--- config.mk ---
export PLATFORM = sky130hd
export DESIGN_NAME = mem_arbiter
export DESIGN_NICKNAME = d
export VERILOG_FILES = /design/src/rtl/cpu_types_pkg.sv /design/src/rtl/llsc_link.sv /design/src/rtl/mem_arbiter.sv
export SDC_FILE = /design/constraint.sdc
export NUM_CORES = 1
export LEC_CHECK = 0
export BUFFER_PORTS_ARGS = -buffer_cell sky130_fd_sc_hd__buf_4
export CAP_MARGIN = 40
export CORE_AREA = 4 4 117 86
export CTS_CLUSTER_DIAMETER = 200
export CTS_CLUSTER_SIZE = 14
export DETAILED_ROUTE_END_ITERATION = 10
export DIE_AREA = 0 0 121 90
export MAX_ROUTING_LAYER = met4
export PLACE_DENSITY = 0.8
export SYNTH_ARGS = -nofsm -noshare
export SYNTH_HDL_FRONTEND = slang
export SYNTH_SLANG_ARGS = --single-unit
--- constraint.sdc ---
create_clock -name CLK -period 2.5 [get_ports CLK]
set_clock_uncertainty 0.1 [all_clocks]
set_input_delay 0.125 -clock CLK [delete_from_list [all_inputs] [get_ports CLK]]
set_output_delay 0.125 -clock CLK [all_outputs]
set_load 0.05 [all_outputs]
--- src/rtl/cpu_types_pkg.sv ---
// Shared CPU-side types: RAM handshake state, word type and memory arbiter FSM states.
package cpu_types_pkg;
    typedef logic [31:0] word_t;
    typedef enum logic [1:0] {FREE, BUSY, ACCESS, ERROR} ramstate_t;
    typedef enum logic [1:0] {IDLE, IGNT, DGNT} arb_state_t;
endpackage

--- src/rtl/llsc_link.sv ---
// Load-linked reservation: one valid bit plus the linked word address.
module llsc_link
    import cpu_types_pkg::*;
(
    input  logic  i_clk,
    input  logic  i_rst,
    input  logic  i_set,
    input  logic  i_clr,
    input  word_t i_addr,
    output logic  o_hit,
    output logic  o_match
);
    logic  r_valid;
    word_t r_addr;

    always_ff @(posedge i_clk or posedge i_rst) begin
        if (i_rst) begin
            r_valid <= 1'b0;
            r_addr  <= '0;
        end else if (i_set) begin
            r_valid <= 1'b1;
            r_addr  <= i_addr;
        end else if (i_clr) begin
            r_valid <= 1'b0;
        end
    end

    // A plain store to the linked address kills the link even if it is already invalid.
    assign o_hit   = (r_addr == i_addr);
    assign o_match = r_valid && o_hit;
endmodule

--- src/rtl/mem_arbiter.sv ---
// Shares one single-ported RAM between instruction fetch and data access,
// with data priority bounded by IMAX and an LL/SC reservation.
module mem_arbiter
    import cpu_types_pkg::*;
#(
    parameter int    IMAX   = 4,
    parameter word_t ERRVAL = 32'hBAD1BAD1
) (
    input  logic      CLK,
    input  logic      RST,
    input  logic      iREN,
    input  word_t     iaddr,
    output logic      iwait,
    output word_t     iload,
    input  logic      dREN,
    input  logic      dWEN,
    input  logic      datomic,
    input  word_t     daddr,
    input  word_t     dstore,
    output logic      dwait,
    output word_t     dload,
    output logic      ramREN,
    output logic      ramWEN,
    output word_t     ramaddr,
    output word_t     ramstore,
    input  word_t     ramload,
    input  ramstate_t ramstate,
    output logic      memerr
);
    localparam int CW = $clog2(IMAX + 1);
    localparam logic [CW-1:0] DMAX = CW'(IMAX);

    arb_state_t    r_state, w_next;
    logic [CW-1:0] r_dcount;
    logic          r_memerr;
    logic          w_dpend, w_ram_done, w_err;
    logic          w_i_done, w_d_done, w_d_ram_done, w_sc_fail;
    logic          w_link_set, w_link_clr, w_hit, w_match;

    assign w_dpend    = dREN | dWEN;
    assign w_err      = (ramstate == ERROR);
    assign w_ram_done = (ramstate == ACCESS) | w_err;
    assign memerr     = r_memerr;

    always_comb begin
        w_next       = r_state;
        ramREN       = 1'b0;
        ramWEN       = 1'b0;
        ramaddr      = '0;
        ramstore     = '0;
        iwait        = 1'b1;
        dwait        = 1'b1;
        iload        = '0;
        dload        = '0;
        w_i_done     = 1'b0;
        w_d_done     = 1'b0;
        w_d_ram_done = 1'b0;
        w_sc_fail    = dWEN & datomic & ~w_match;
        case (r_state)
            IDLE: begin
                if (w_dpend && !(iREN && r_dcount == DMAX)) w_next = DGNT;
                else if (iREN)                              w_next = IGNT;
            end
            IGNT: begin
                if (!iREN) begin
                    w_next = IDLE;
                end else begin
                    ramREN  = 1'b1;
                    ramaddr = iaddr;
                    if (w_ram_done) begin
                        iwait    = 1'b0;
                        iload    = w_err ? ERRVAL : ramload;
                        w_i_done = 1'b1;
                        w_next   = IDLE;
                    end
                end
            end
            DGNT: begin
                if (!w_dpend) begin
                    w_next = IDLE;
                end else if (w_sc_fail) begin
                    // Failed SC never touches the RAM and answers in the grant cycle.
                    dwait    = 1'b0;
                    w_d_done = 1'b1;
                    w_next   = IDLE;
                end else begin
                    ramREN   = dREN;
                    ramWEN   = dWEN;
                    ramaddr  = daddr;
                    ramstore = dstore;
                    if (w_ram_done) begin
                        dwait        = 1'b0;
                        dload        = w_err ? ERRVAL : ((dWEN & datomic) ? 32'd1 : ramload);
                        w_d_done     = 1'b1;
                        w_d_ram_done = 1'b1;
                        w_next       = IDLE;
                    end
                end
            end
            default: w_next = IDLE;
        endcase
    end

    assign w_link_set = w_d_ram_done & ~w_err & dREN & datomic;
    assign w_link_clr = w_d_ram_done & ~w_err & dWEN & (datomic | w_hit);

    always_ff @(posedge CLK or posedge RST) begin
        if (RST) begin
            r_state  <= IDLE;
            r_dcount <= '0;
            r_memerr <= 1'b0;
        end else begin
            r_state <= w_next;
            if (w_i_done)
                r_dcount <= '0;
            else if (w_d_done)
                r_dcount <= !iREN ? '0 : ((r_dcount == DMAX) ? DMAX : r_dcount + 1'b1);
            if ((w_i_done | w_d_ram_done) & w_err)
                r_memerr <= 1'b1;
        end
    end

    llsc_link u_link (
        .i_clk   (CLK),
        .i_rst   (RST),
        .i_set   (w_link_set),
        .i_clr   (w_link_clr),
        .i_addr  (daddr),
        .o_hit   (w_hit),
        .o_match (w_match)
    );
endmodule

After elaboration in Yosys (flattened, before gate mapping)

Cells that the tools add are included.

Muxes and demuxes: 52
Bitwise logic cells: 14
Equality and inequality tests: 7
$add $sub $neg: 1
Reduce and logical (&&, ||, !) cells: 7

Operator list:

| kind                  | number |
|---|---|
| $mux W32              | 16 |
| $pmux W32 S2          | 1 |
| $eq A32 B32 Y1        | 1 |
| $mux W1               | 23 |
| $mux W2               | 6 |
| $mux W3               | 4 |
| $and A1 B1 Y1         | 8 |
| $eq A2 B2 Y1 const B  | 3 |
| $pmux W2 S3           | 1 |
| $or A1 B1 Y1          | 4 |
| $reduce_bool A2 Y1    | 2 |
| $add A3 B1 Y3 const B | 1 |
| $eq A3 B3 Y1 const B  | 1 |
| $logic_and A1 B1 Y1   | 3 |
| $ne A3 B3 Y1 const B  | 1 |
| $eq A2 B1 Y1 const B  | 1 |
| $logic_not A2 Y1      | 1 |
| $not A1 Y1            | 2 |
| $pmux W1 S2           | 1 |
| $logic_not A1 Y1      | 1 |

Flip-flop bits (word level): 39
Input port bits: 136
Output and inout bits: 133

Depth between registers and ports, before layout

Word-level depth: 12
Depth in mapped cells: 8

By module

A second synthesis with hierarchy kept.

Cells, all modules: 447
Area, all modules: 3520.9 sq um

By module, submodules not included:

| module      | area each (sq um) | cells each | instances |
|---|---|---|---|
| mem_arbiter | 1943.1            | 331        | 1 |
| llsc_link   | 1577.8            | 116        | 1 |

Least setup slack after synthesis

No wires, ideal clock.

Kind: register to output
Start: register u_link.r_addr[6]
End: output ramaddr[11]
Data arrival time: 2.825 ns
Path slack: -0.550 ns
Stages on the path, launching flop included: 8
Path buffers: 1
Path through: dfrtp_1 -> xor2_1 -> nor4_1 -> nand4_2 -> o31ai_4 -> buf_2 -> nand3_1 -> a21boi_0

Cells in the longest elaborated chain, start to end: 7

RTL lines:

| what                   | line              | text |
|---|---|---|
| start, declared        | llsc_link.sv:14   | `word_t r_addr;` |
| start signal, assigned | llsc_link.sv:22   | `r_addr <= i_addr;` |
| $eq A32 B32 Y1         | llsc_link.sv:29   | `assign o_hit = (r_addr == i_addr);` |
| $logic_and A1 B1 Y1    | llsc_link.sv:30   | `assign o_match = r_valid && o_hit;` |
| $not A1 Y1             | mem_arbiter.sv:58 | `w_sc_fail = dWEN & datomic & ~w_match;` |
| $and A1 B1 Y1          | mem_arbiter.sv:58 |  |
| $mux W32               | mem_arbiter.sv:81 | `end else if (w_sc_fail) begin` |
| $mux W32               | mem_arbiter.sv:79 | `if (!w_dpend) begin` |
| $pmux W32 S2           | mem_arbiter.sv:59 | `case (r_state)` |
| end, declared          | mem_arbiter.sv:24 | `output word_t ramaddr,` |

No other way between the ends.

Worst setup path in the final report

Start: register u_link.r_addr[23]
End: output ramaddr[9]

Same word-level chain as after synthesis.

==> run_results.csv <==
group,metric,value,unit
run_status,status,"finished with violations",
run_status,violations,"setup timing",
clock_network,clk_pin_slew_worst_paths,0.06,ns
power_and_ir_drop,p_sw_share,46.7,%
synth,async_reset_ff_share,100,%
timing,fin_crit,2.86,ns
layout,area_growth,95.5,%
setup_path,start_kind,"register",
layout,diodes,0,
job,maxCapViolCount,0,
placement,numPortBuffers,268,
synth,synth_edf_count,0,
synth,ys.flop_type,"dfrtp_1",
power_and_ir_drop,peakVddDrop,520,µV
synth,ys_warn_count,0,
timing,worst_slack,-0.359,ns
drt,drt-initial-drc-count,311,
global_route,antenna_found_initial,0,
global_route,grt.total_usage,26.5,%
clock_network,clk_latency,0.28,ns
timing,tightest_slew,0.501,ns
placement,place_inst,832,
setup_path,crit_path_end_kind,"output port",
timing,rsz0062_at_grt,"yes",
floorplan,die_h,90,µm
synth,ys_ff_latch,39,
clock_network,htreeDepth,2,
timing,whs,0.00552,ns
synth,ys_seq_area_share,27.2,%
timing,fmax,350,MHz
global_route,grt_max_degree,43,
placement,place_area,5910,µm²
synth,syn-cell-area,3590,µm²
clock_network,cts_tree,"yes",
setup_path,cp_max_fo,13,
layout,final_cell_area,7020,µm²
drt,drc_errors,0,
drt,dr.pass1.iters,5,
power_and_ir_drop,p_int,2780,µW
clock_network,cts.sinks,39,
power_and_ir_drop,seqPwrFrac,19.6,%
power_and_ir_drop,comb_power_share,67.7,%
synth,synth_area_leaders,"dfrtp_1, and3_1, mux2_2",
drt,routed_wirelength,16500,µm
global_route,grt-ovfl-total,0,
floorplan,boundaryPins,269,
floorplan,core,8890,µm²
placement,routabilityCongestion,0.915,
floorplan,fp.dieW,121,µm
power_and_ir_drop,p_leak,0.00343,µW
layout,finalNetCount,873,
global_route,grt_pass1_vias,4500,
clock_network,root_buffer,"clkbuf_16",
floorplan,initial_core_util,40.4,%
synth,yosysTopAreaCell,"dfrtp_1",
min_path,holdCritPathClass,"in -> reg",
drt,wl_per_cell,19.3,µm
layout,drive_above_1_share,60.0,%
power_and_ir_drop,pwr-share-clk,12.7,%
placement,place_hpwl,11100,µm
timing,hold_violations,0,
clock_network,cts_made_buffers,5,
floorplan,dieArea,10900,µm²
timing,slew-limit-headroom,66.6,%
power_and_ir_drop,p_per_area,742,nW/µm²
layout,final_cells,856,
drt,antenna_left,0,
synth,yosys.cell_types.count,42,
drt,via_per_inst,5.38,
timing,report.final.slew_viol_count,0,
clock_network,cts_buffer_depth,2,
global_route,grt_pass1_wl,23100,µm
setup_path,crit_arrival,2.63,ns
setup_path,path_class,"reg -> out",
setup_path,critPathRequiredTime,2.28,ns
timing,setup_viol,105,
timing,post-route-period-util,114,%
synth,synth_top_area_share,27.2,%
floorplan,rows,29,
synth,postSynthNetCount,601,
power_and_ir_drop,p_sw,2440,µW
synth,avgSynthCellArea,7.82,µm²
synth,syn_inst,459,
drt,vias,4604,
==> synth_stat cells, types with 4 or more instances <==
| master | n |
|---|---|
| and3_1 | 61 |
| nand2_1 | 58 |
| nor2_1 | 41 |
| dfrtp_1 | 39 |
| nand3_1 | 33 |
| xor2_1 | 32 |
| mux2_2 | 28 |
| clkbuf_1 | 26 |
| a21boi_0 | 25 |
| a21oi_1 | 25 |
| inv_1 | 11 |
| nor4_1 | 10 |
| a21boi_1 | 8 |
| ha_1 | 6 |
| o21ai_0 | 5 |
| buf_6 | 4 |
| mux2_4 | 4 |
| nor3_1 | 4 |
==> path summary, 6_finish.rpt <==
check	startpoint	end	slack (ns)	cells after the start
max	u_link.r_addr[23]	ramaddr[9]	-0.36	9
min	daddr[19]	u_link.r_addr[19]	0.006	2
max reg2reg	u_link.r_addr[23]	u_link.r_addr[13]	-0.02	9
min reg2reg	memerr	memerr	0.37	1
max in group asynchronous	RST	u_link.r_addr[20]	1.50	4
min in group asynchronous	RST	u_link.r_addr[27]	0.45	4
==> flip-flops by register name (all words and copies together) (netlist names) <==
signal          count
u_link.r_addr      32
r_dcount            3
r_state             2
memerr              1
u_link.r_valid      1
==> cells by family after synthesis <==
group                      after synthesis  share of synthesized area [%]
adders and majority gates                6                           2.09
DFF                                     39                           27.2
xor gates and xnor gates                32                           7.81
AOI/OAI and AO/OA                       81                           15.5
and+or+nand+nor                        217                           30.2
buffers and inverters                   51                           6.48
muxes                                   33                           10.7
==> per-stage QoR <==
stage               setup TNS (ns)  total power [µW]  worst slack (ns)  utilization [%]
detailed placement           -1.98              4050           -0.0961             66.5
global placement           -0.0304              3970          -0.00967             66.5
floorplan                    -3.08              3110            -0.238                -
finish                      -21.18              5210            -0.359             79.0
global route                -33.60              5460            -0.479             79.0
CTS                         -15.59              4950            -0.281             73.7
==> power groups by stage <==
stage / logic [µW] / clock network (µW) / registers, µW
2_1_floorplan: 2100 / 0 / 1010
4_1_cts: 3270 / 664 / 1010
6_report: 3530 / 662 / 1020
3_3_place_gp: 2970 / 0 / 1000
3_5_place_dp: 3030 / 0 / 1020
5_1_grt: 3710 / 701 / 1050
==> layout by cell type, fill, tap and decap left out, types with 10 or more instances in the layout <==
cell,n
buf_4,200
buf_6,65
nand2_1,58
nor2_1,41
dfrtp_1,39
and3_1,34
xor2_1,32
nand3_1,31
a21boi_2,31
mux2_2,28
and3_4,26
buf_8,26
a21oi_2,18
inv_1,10
==> critical path: stages (launching register included) <==
cell and delay [ns]:
dfrtp_1 0.40, xor2_1 0.17, nor4_2 0.44, nand4_2 0.19
o31ai_4 0.29, buf_6 0.19, buf_12 0.14, nand3_1 0.14
a21boi_2 0.21, buf_6 0.18
==> area by class of cell <==
type,instances,area (µm²)
clock buffer,8,156
fill,569,1870
inverter,11,45.0
multi-input combinational,369,2790
sequential,39,976
tap,124,155
timing repair buffer,304,2890
timing repair inverter,1,7.51
==> layer usage <==
metal	up-vias	routed length [µm]	GRT usage, %	part of all wire, %
li1	2144	-	-	-
met1	2196	6530	32.7	39
met2	228	8390	45.0	51
met3	36	1160	4.39	7.0
met4	0	474	6.79	2.9
met5	-	0	-	0
==> what timing repair did <==
| action | in CTS | in global routing |
|---|---|---|
| gates cloned | 0 | 6 |
| hold buffers | 1 | 0 |
| endpoints found under the setup margin | 87 | 129 |
| endpoints found under the hold margin | 39 | 0 |
| pin swaps | 17 | 21 |
| gates resized for setup | 115 | 65 |
| buffers inserted | 3 | 6 |
Note: power is estimated with default switching activity, not from simulation.
